==> src/rtl/mult_pkg.sv <==
// Shared types and sizes for the radix-4 Booth multiplier.
// Imported by the recoder and the multiplier top.
package mult_pkg;

  localparam int ITER  = 16;
  localparam int OP_W  = 32;
  localparam int ACC_W = 34;
  localparam int P_W   = 67;

  typedef enum logic [1:0] {
    IDLE,
    BUSY,
    DONE
  } mult_state_t;

  typedef enum logic [2:0] {
    ZERO,
    POS1,
    POS2,
    NEG1,
    NEG2
  } booth_sel_t;

endpackage

==> src/rtl/booth_recoder.sv <==
// Radix-4 Booth window decode and partial-term generation.
// Negative terms come out inverted with a carry-in of one.
module booth_recoder
  import mult_pkg::*;
(
  input  logic [2:0]       win_i,
  input  logic [OP_W-1:0]  m_i,
  output booth_sel_t       sel_o,
  output logic [ACC_W-1:0] term_o,
  output logic             cin_o
);

  logic [ACC_W-1:0] m1;
  logic [ACC_W-1:0] m2;

  assign m1 = {{2{m_i[OP_W-1]}}, m_i};
  assign m2 = {m_i[OP_W-1], m_i, 1'b0};

  always_comb begin
    sel_o = ZERO;
    case (win_i)
      3'b000: sel_o = ZERO;
      3'b001: sel_o = POS1;
      3'b010: sel_o = POS1;
      3'b011: sel_o = POS2;
      3'b100: sel_o = NEG2;
      3'b101: sel_o = NEG1;
      3'b110: sel_o = NEG1;
      3'b111: sel_o = ZERO;
      default: sel_o = ZERO;
    endcase
  end

  always_comb begin
    term_o = '0;
    cin_o  = 1'b0;
    unique case (1'b1)
      (sel_o == POS1): term_o = m1;
      (sel_o == POS2): term_o = m2;
      (sel_o == NEG1): begin
        term_o = ~m1;
        cin_o  = 1'b1;
      end
      (sel_o == NEG2): begin
        term_o = ~m2;
        cin_o  = 1'b1;
      end
      default: begin
        term_o = '0;
        cin_o  = 1'b0;
      end
    endcase
  end

endmodule

==> src/rtl/booth_mult.sv <==
// Sequential signed 32x32 radix-4 Booth multiplier, 16 iterations.
// Returns product[31:0] and flags products that overflow 32 bits.
module booth_mult
  import mult_pkg::*;
(
  input  logic            clock,
  input  logic            reset_n,
  input  logic            ctrl_MULT,
  input  logic [OP_W-1:0] data_operandA,
  input  logic [OP_W-1:0] data_operandB,
  output logic [OP_W-1:0] data_result,
  output logic            data_exception,
  output logic            data_resultRDY
);

  mult_state_t     state_q, state_d;
  logic [OP_W-1:0] m_q, m_d;
  logic [P_W-1:0]  p_q, p_d;
  logic [3:0]      cnt_q, cnt_d;

  booth_sel_t       sel;
  logic [ACC_W-1:0] term;
  logic             cin;
  logic [ACC_W-1:0] sum;
  logic [P_W-1:0]   p_sh;
  logic [OP_W:0]    hi;

  booth_recoder u_rec (
    .win_i  (p_q[2:0]),
    .m_i    (m_q),
    .sel_o  (sel),
    .term_o (term),
    .cin_o  (cin)
  );

  assign sum  = p_q[P_W-1:OP_W+1] + term
              + {{(ACC_W-1){1'b0}}, cin};
  assign p_sh = {{2{sum[ACC_W-1]}}, sum, p_q[OP_W:2]};

  always_comb begin
    state_d = state_q;
    m_d     = m_q;
    p_d     = p_q;
    cnt_d   = cnt_q;
    unique case (state_q)
      IDLE: ;
      BUSY: begin
        p_d   = p_sh;
        cnt_d = cnt_q + 4'd1;
        if (cnt_q == 4'(ITER - 1)) state_d = DONE;
      end
      DONE: state_d = IDLE;
      default: state_d = IDLE;
    endcase
    // A start in any state wins and abandons the running operation
    if (ctrl_MULT) begin
      m_d     = data_operandA;
      p_d     = {{ACC_W{1'b0}}, data_operandB, 1'b0};
      cnt_d   = '0;
      state_d = BUSY;
    end
  end

  always_ff @(posedge clock or negedge reset_n) begin
    if (!reset_n) begin
      state_q <= IDLE;
      m_q     <= '0;
      p_q     <= '0;
      cnt_q   <= '0;
    end else begin
      state_q <= state_d;
      m_q     <= m_d;
      p_q     <= p_d;
      cnt_q   <= cnt_d;
    end
  end

  // product[63:31] = {U[31:0], L[31]}
  assign hi             = {p_q[OP_W+OP_W:OP_W+1], p_q[OP_W]};
  assign data_result    = p_q[OP_W:1];
  assign data_exception = (|hi) && !(&hi);
  assign data_resultRDY = (state_q == DONE);

endmodule

==> config.mk <==
export PLATFORM = sky130hd
export DESIGN_NAME = booth_mult
export DESIGN_NICKNAME = d
export VERILOG_FILES = /design/src/rtl/mult_pkg.sv /design/src/rtl/booth_recoder.sv /design/src/rtl/booth_mult.sv
export SDC_FILE = /design/constraint.sdc
export NUM_CORES = 1
export LEC_CHECK = 0
export ABC_AREA = 1
export BUFFER_PORTS_ARGS = -buffer_cell sky130_fd_sc_hd__buf_2
export CAP_MARGIN = 20
export CORE_AREA = 2 2 122 124
export DETAILED_ROUTE_END_ITERATION = 12
export DIE_AREA = 0 0 124 126
export PLACE_DENSITY = 0.74
export SYNTH_ARGS = -nofsm -noshare
export SYNTH_HDL_FRONTEND = slang
export SYNTH_SLANG_ARGS = --single-unit
==> constraint.sdc <==
create_clock -name clock -period 3.4 [get_ports clock]
set_clock_uncertainty 0.1 [all_clocks]
set_input_delay 0.34 -clock clock [delete_from_list [all_inputs] [get_ports clock]]
set_output_delay 0.34 -clock clock [all_outputs]
set_load 0.02 [all_outputs]
==> results.yml, run 1 <==
power_and_ir_drop:
  p_leak_nw: 4.365
  p_total_mw: 5.869
  ir_worst_vdd_mv: 0.4122
  power.density_mw_per_mm2: 669.2
timing:
  max_slew_margin_pct: 46.84
  setup_viol: 0
  grt_setup_unrepaired: "yes"
  period_needed_ns: 3.234
  setup_tns_ns: 0
  tightestPinTransition_ns: 0.7963
  clock.fmax_mhz: 309.3
  slew_viol_final: 0
  finalCritPeriodShare_pct: 95.11
  timing.final.hold_violations: 0
  fin_hold_ws_ns: 0.07005
  fin_ws_ns: 0.1664
clock_tree:
  clk_latency_ns: 0.37
  cts.sinks: 103
  clock_path_buffers: 2
  cts_root_buf: "clkbuf_16"
  path_clk_slew_ns: 0.08
  cts_buffers: 9
  cts_tree: "yes"
  cts.htree.levels: 3
detailed_routing:
  wl_mm: 21.79
  wire_per_inst_um: 16.59
  drc_errors: 0
  vias: 7418
  drt_iter0_drc: 671
  first_pass_iters: 5
  avgViaCountPerCell: 5.645
  drtAntennaViolNets: 0
worst_setup_path:
  critPathArrivalTime_ns: 3.42
  critical_path.cell_chain: "inv_1 > ha_4 > inv_1 > o21ai_4 > nor2_2 > buf_6 > a221o_1 > ha_4 > a21oi_1 > o21bai_1 > a21oi_1 > nand2_2 > buf_4 > nand2_1 > nand2_1 > o21ai_0"
  crit_required_ns: 3.58
  crit_type: "reg -> reg"
  critPathTopFamily: "compound AO/OA/AOI/OAI gates"
  path_buf_inv: 4
  ff2ff_setup_slack_ns: 0.17
  end_kind: "flip-flop"
  cpMaxStageDelayCell: "a221o_1"
  slowest_delay_ns: 0.42
  crit_fanout: 23
  startpoint_type: "flip-flop"
global_route:
  grt_use_total_pct: 28.30
  overflow: 0
  grt_pass1_vias: 6874
  antenna_found_initial: 0
  grt_max_degree: 65
  grt_pass1_wl_mm: 34.49
status:
  status: "completed"
cells_and_area:
  antennaDiodeCount: 0
  final_cells: 1314
  num-nets-final: 1229
  postLayoutCellArea_mm2: 0.008771
  area_delta_synth_final_pct: 18.77
  drive_gt1_share_pct: 20.88
  final_core_util_pct: 61.28
synthesis:
  yosys-top-cells-count: "nand2_1 (346), inv_1 (122), dfrtp_1 (103)"
  syn_inst: 1049
  synth_area_mm2: 0.007385
  yosys_warnings: 0
  synthTopCellsByArea: "dfrtp_1 (35%), nand2_1 (18%), inv_1 (6.2%), ha_1 (5.9%), a221o_1 (3.9%)"
  synth.most_common_cell: "nand2_1"
  synth_seq_cells: 103
  async_reset_ff_share_pct: 100.0
  synth_top_cell_by_area: "dfrtp_1"
  ys_seq_area_share_pct: 34.90
  synth_flop_cell: "dfrtp_1"
  netlist-cell-type-count: 37
  synth_top_area_share_pct: 34.90
  synth.net_count: 1153
  syn_avg_cell_area_um2: 7.040
  synth_edf_count: 0
die:
  placementRows: 44
  ios: 101
  dieHeight_um: 126
  die_area_mm2: 0.01562
  core_area_mm2: 0.01431
  die_x_um: 124
  initial_utilization_pct: 51.59
placement:
  place.gp.congestion: 0.9606
  io_buffers: 100
  dp.final_hpwl_mm: 15.86
  dp_cells: 1291
  placed_area_mm2: 0.007955
  place_ws_ns: -0.07646
flow_run:
  maxCapViolations: 0
hold_path:
  hold_path_class: "in -> reg"
[report_power, final]
part	total [mW]	internal [mW]	switching [mW]	leakage, nW
clock network	1.05	0.517	0.538	0.138
logic	2.96	1.21	1.75	2.94
registers	1.86	1.48	0.381	1.28
[per-layer routing]
layer	wire [um]	up-vias	track usage, %
met5	0	-	0
met4	372	0	8.658
met3	1739	31	6.159
met2	9494	261	40.17
met1	10190	3488	42.95
li1	-	3638	-
[kinds of logic after synthesis]
logic type / after synthesis / share of synthesized area [%]
simple gates: 507 / 28.01
compound gates: 206 / 18.40
xor+xnor: 3 / 0.3559
flops: 103 / 34.90
buf+inv: 193 / 11.86
fa+ha+maj: 37 / 6.472
[worst register-to-register path, cell delays in order, from the launching register on]
cell      delay (ns)
dfrtp_1         0.36
inv_1           0.09
ha_4            0.30
inv_1           0.07
o21ai_4         0.18
nor2_2          0.08
buf_6           0.17
a221o_1         0.43
ha_4            0.29
a21oi_1         0.24
o21bai_1        0.17
a21oi_1         0.18
nand2_2         0.11
buf_4           0.16
nand2_1         0.05
nand2_1         0.04
o21ai_0         0.15
[placed cells by master (no fill, tap or decap), types with 5 or more instances in the layout]
| cell type | n |
|---|---|
| nand4_1 | 13 |
| o21ai_0 | 40 |
| inv_2 | 5 |
| o21ai_1 | 8 |
| nor2_2 | 19 |
| clkbuf_16 | 10 |
| inv_1 | 121 |
| nand2_1 | 337 |
| a221o_1 | 29 |
| dfrtp_1 | 103 |
| o221ai_1 | 25 |
| a21oi_2 | 10 |
| ha_1 | 7 |
| nand3_1 | 37 |
| nand2_2 | 13 |
| buf_2 | 99 |
| buf_4 | 26 |
| nor2_1 | 55 |
| o22ai_1 | 36 |
| ha_2 | 7 |
| nor3_1 | 16 |
| ha_4 | 21 |
| a21oi_1 | 38 |
[registers in the layout (all words and copies together) (netlist names)]
signal / count
p_q: 65
m_q: 32
cnt_q: 4
state_q: 2
[worst paths after layout]
| kind | start | to | depth (start not counted) |
|---|---|---|---|
| hold / removal | data_operandA[13] | m_q[13] | 3 |
| hold reg to reg | p_q[29] | p_q[27] | 2 |
| setup reg to reg | p_q[1] | p_q[46] | 16 |
| setup / recovery | p_q[1] | p_q[46] | 16 |
| min in group asynchronous | reset_n | p_q[15] | 2 |
| max in group asynchronous | reset_n | p_q[57] | 3 |
[final cells by class]
cell class,instances,area [um^2]
clock buffer,10,229.0
clock inverter,6,61.31
fill,1288,5543
inverter,126,473.0
multi-input combinational,753,4383
sequential,103,2577
tap,184,230.2
timing repair buffer,132,817.0
[repair_timing]
item	CTS	global route
pin swaps	0	18
hold endpoints to repair	48	0
setup endpoints to repair	5	28
cloned	0	1
resized for setup	3	99
hold buffers	1	0
setup buffers	0	5
Note: power is estimated with default switching activity, not from simulation.
==> inputs of run 2 (changes only) <==
--- a/config.mk
+++ b/config.mk
@@ -8,9 +8,11 @@
 export ABC_AREA = 1
 export BUFFER_PORTS_ARGS = -buffer_cell sky130_fd_sc_hd__buf_2
 export CAP_MARGIN = 20
-export CORE_AREA = 2 2 122 124
+export CELL_PAD_IN_SITES_DETAIL_PLACEMENT = 1
+export CELL_PAD_IN_SITES_GLOBAL_PLACEMENT = 1
+export CORE_AREA = 2 2 143 145
 export DETAILED_ROUTE_END_ITERATION = 12
-export DIE_AREA = 0 0 124 126
+export DIE_AREA = 0 0 145 147
 export PLACE_DENSITY = 0.74
 export SYNTH_ARGS = -nofsm -noshare
 export SYNTH_HDL_FRONTEND = slang
==> run 2 against run 1 <==
Against the previous run: critical path type unchanged; largest power group unchanged; total power rose by 4.6%; die area is 36% higher; fmax shrank 0.99%; non-clock buffer count increased by 19; sequential cell count unchanged.
==> results.yml, run 2 (synthesis gave the netlist of run 1 again) <==
status:
  status: "completed"
cells_and_area:
  top_register: "p_q"
  final_cell_mix: "nand2_1 (329), inv_1 (119), dfrtp_1 (103)"
  largest_registers: "p_q (65), m_q (32), cnt_q (4)"
  mostFrequentLayoutCell: "nand2_1"
  largest_register_ffs: 65
  antennaDiodeCount: 0
  num-nets-final: 1248
  drive_gt1_share_pct: 23.41
  final_cells: 1419
  final_core_util_pct: 45.63
  area_delta_synth_final_pct: 22.62
  nFillCells: 2529
clock_tree:
  cts.sinks: 103
  cts_root_buf: "clkbuf_16"
  path_clk_slew_ns: 0.09
  cts_tree: "yes"
  cts.htree.levels: 3
  clk_latency_ns: 0.37
  clock_path_buffers: 2
  cts_buffers: 9
hold_path:
  hold_path_class: "in -> reg"
timing:
  slew_viol_final: 0
  clock.fmax_mhz: 306.2
  finalCritPeriodShare_pct: 96.06
  setup_tns_ns: 0
  timing.final.hold_violations: 0
  max_slew_margin_pct: 46.65
  tightestPinTransition_ns: 0.7990
  setup_viol: 0
  period_needed_ns: 3.266
die:
  initial_utilization_pct: 37.21
  core_area_mm2: 0.01984
  die_area_mm2: 0.02132
  ios: 101
  placementRows: 52
  dieHeight_um: 147
  die_x_um: 145
detailed_routing:
  wl_mm: 25.55
  drtAntennaViolNets: 0
  first_pass_iters: 4
  drt_iter0_drc: 367
  drc_errors: 0
  vias: 7618
  avgViaCountPerCell: 5.369
  wire_per_inst_um: 18.00
global_route:
  grt_max_degree: 64
  grt_pass1_wl_mm: 39.27
  grt_use_total_pct: 22.86
  grt_pass1_vias: 7577
  antenna_found_initial: 0
  overflow: 0
worst_setup_path:
  critPathArrivalTime_ns: 3.38
  cpMaxStageDelayCell: "fa_2"
  slowest_delay_ns: 0.41
  crit_fanout: 4
  crit_type: "reg -> reg"
  crit_required_ns: 3.52
  end_kind: "flip-flop"
  startpoint_type: "flip-flop"
  critical_path.cell_chain: "inv_1 > ha_4 > inv_1 > o21ai_4 > nor2_4 > a21oi_2 > o21ai_2 > fa_2 > fa_2 > nand3_1 > nand2_2 > nand3_1 > nand2_1 > nand2_1 > nand2_2 > o21ai_1 > o21ai_0"
placement:
  dp.final_hpwl_mm: 18.55
  place.gp.congestion: 0.9502
  dp_cells: 1395
  io_buffers: 100
power_and_ir_drop:
  p_total_mw: 6.139
  seq_power_share_pct: 30.2
  switching_share_pct: 46.19
  p_int_mw: 3.303
  p_leak_nw: 4.483
  power.density_mw_per_mm2: 677.9
  power.share.combinational_pct: 51.4
  ir_worst_vdd_mv: 0.2912
  pwr-share-clk_pct: 18.4
  total_switching_power_mw: 2.835
flow_run:
  maxCapViolations: 0
## run 2: worst paths after layout
check	start	endpoint	slack [ns]	cells past startpoint
setup / recovery	p_q[1]	p_q[45]	0.13	17
min in group asynchronous	reset_n	p_q[18]	0.40	2
hold reg to reg	cnt_q[3]	cnt_q[3]	0.45	2
setup reg to reg	p_q[1]	p_q[45]	0.13	17
max in group asynchronous	reset_n	p_q[4]	2.08	3
hold / removal	data_operandA[23]	m_q[23]	0.07	3
## run 2: repair_timing
item / in CTS / in global routing
hold buffers: 1 / 0
cloned: 1 / 1
pin swaps: 0 / 24
gates resized for setup: 5 / 119
setup endpoints to repair: 9 / 29
setup buffers: 0 / 5
endpoints found under the hold margin: 40 / 0
## run 2: final cells by class
cell class | instances | area [um^2] | share of cell area (%)
tap | 270 | 337.8 | 3.731
clock buffer | 9 | 225.2 | 2.487
inverter | 126 | 473.0 | 5.223
sequential | 103 | 2577 | 28.46
clock inverter | 7 | 96.34 | 1.064
multi-input combinational | 753 | 4404 | 48.64
timing repair buffer | 151 | 940.9 | 10.39
## run 2: layer usage
metal / share of wire, % / vias up / global-route usage, % / routed length (um)
li1: - / 3678 / - / -
met1: 47 / 3739 / 32.03 / 12010
met2: 47 / 174 / 37.26 / 11990
met3: 4.1 / 27 / 3.137 / 1042
met4: 2.0 / 0 / 6.188 / 505
met5: 0 / - / 0 / 0
## run 2: power by group through the flow
stage / sequential, mW / combinational [mW] / clock (mW)
4_1_cts: 1.79 / 2.68 / 1.15
2_1_floorplan: 1.69 / 1.77 / 0
6_report: 1.86 / 3.15 / 1.13
3_3_place_gp: 1.81 / 2.59 / 0
3_5_place_dp: 1.80 / 2.64 / 0
5_1_grt: 1.89 / 3.47 / 1.19
## run 2: through the flow
stage | hold WS (ns) | setup slack [ns] | cell area, um^2
3_3_place_gp | 0.2732 | 0.02775 | 8173
5_1_grt | 0.07048 | -0.07716 | 9055
4_1_cts | 0.06193 | -0.001759 | 8534
6_report | 0.06721 | 0.1340 | 9055
2_1_floorplan | -0.05559 | 0.1790 | 7385
3_5_place_dp | 0.2703 | -0.08886 | 8173
## run 2: critical path, delay by kind of cell (launching register included)
family          cells  cell delay, ns
fa+ha+maj           3            1.03
flops               1            0.36
simple gates        7            0.70
buf+inv             2            0.15
compound gates      5            0.77
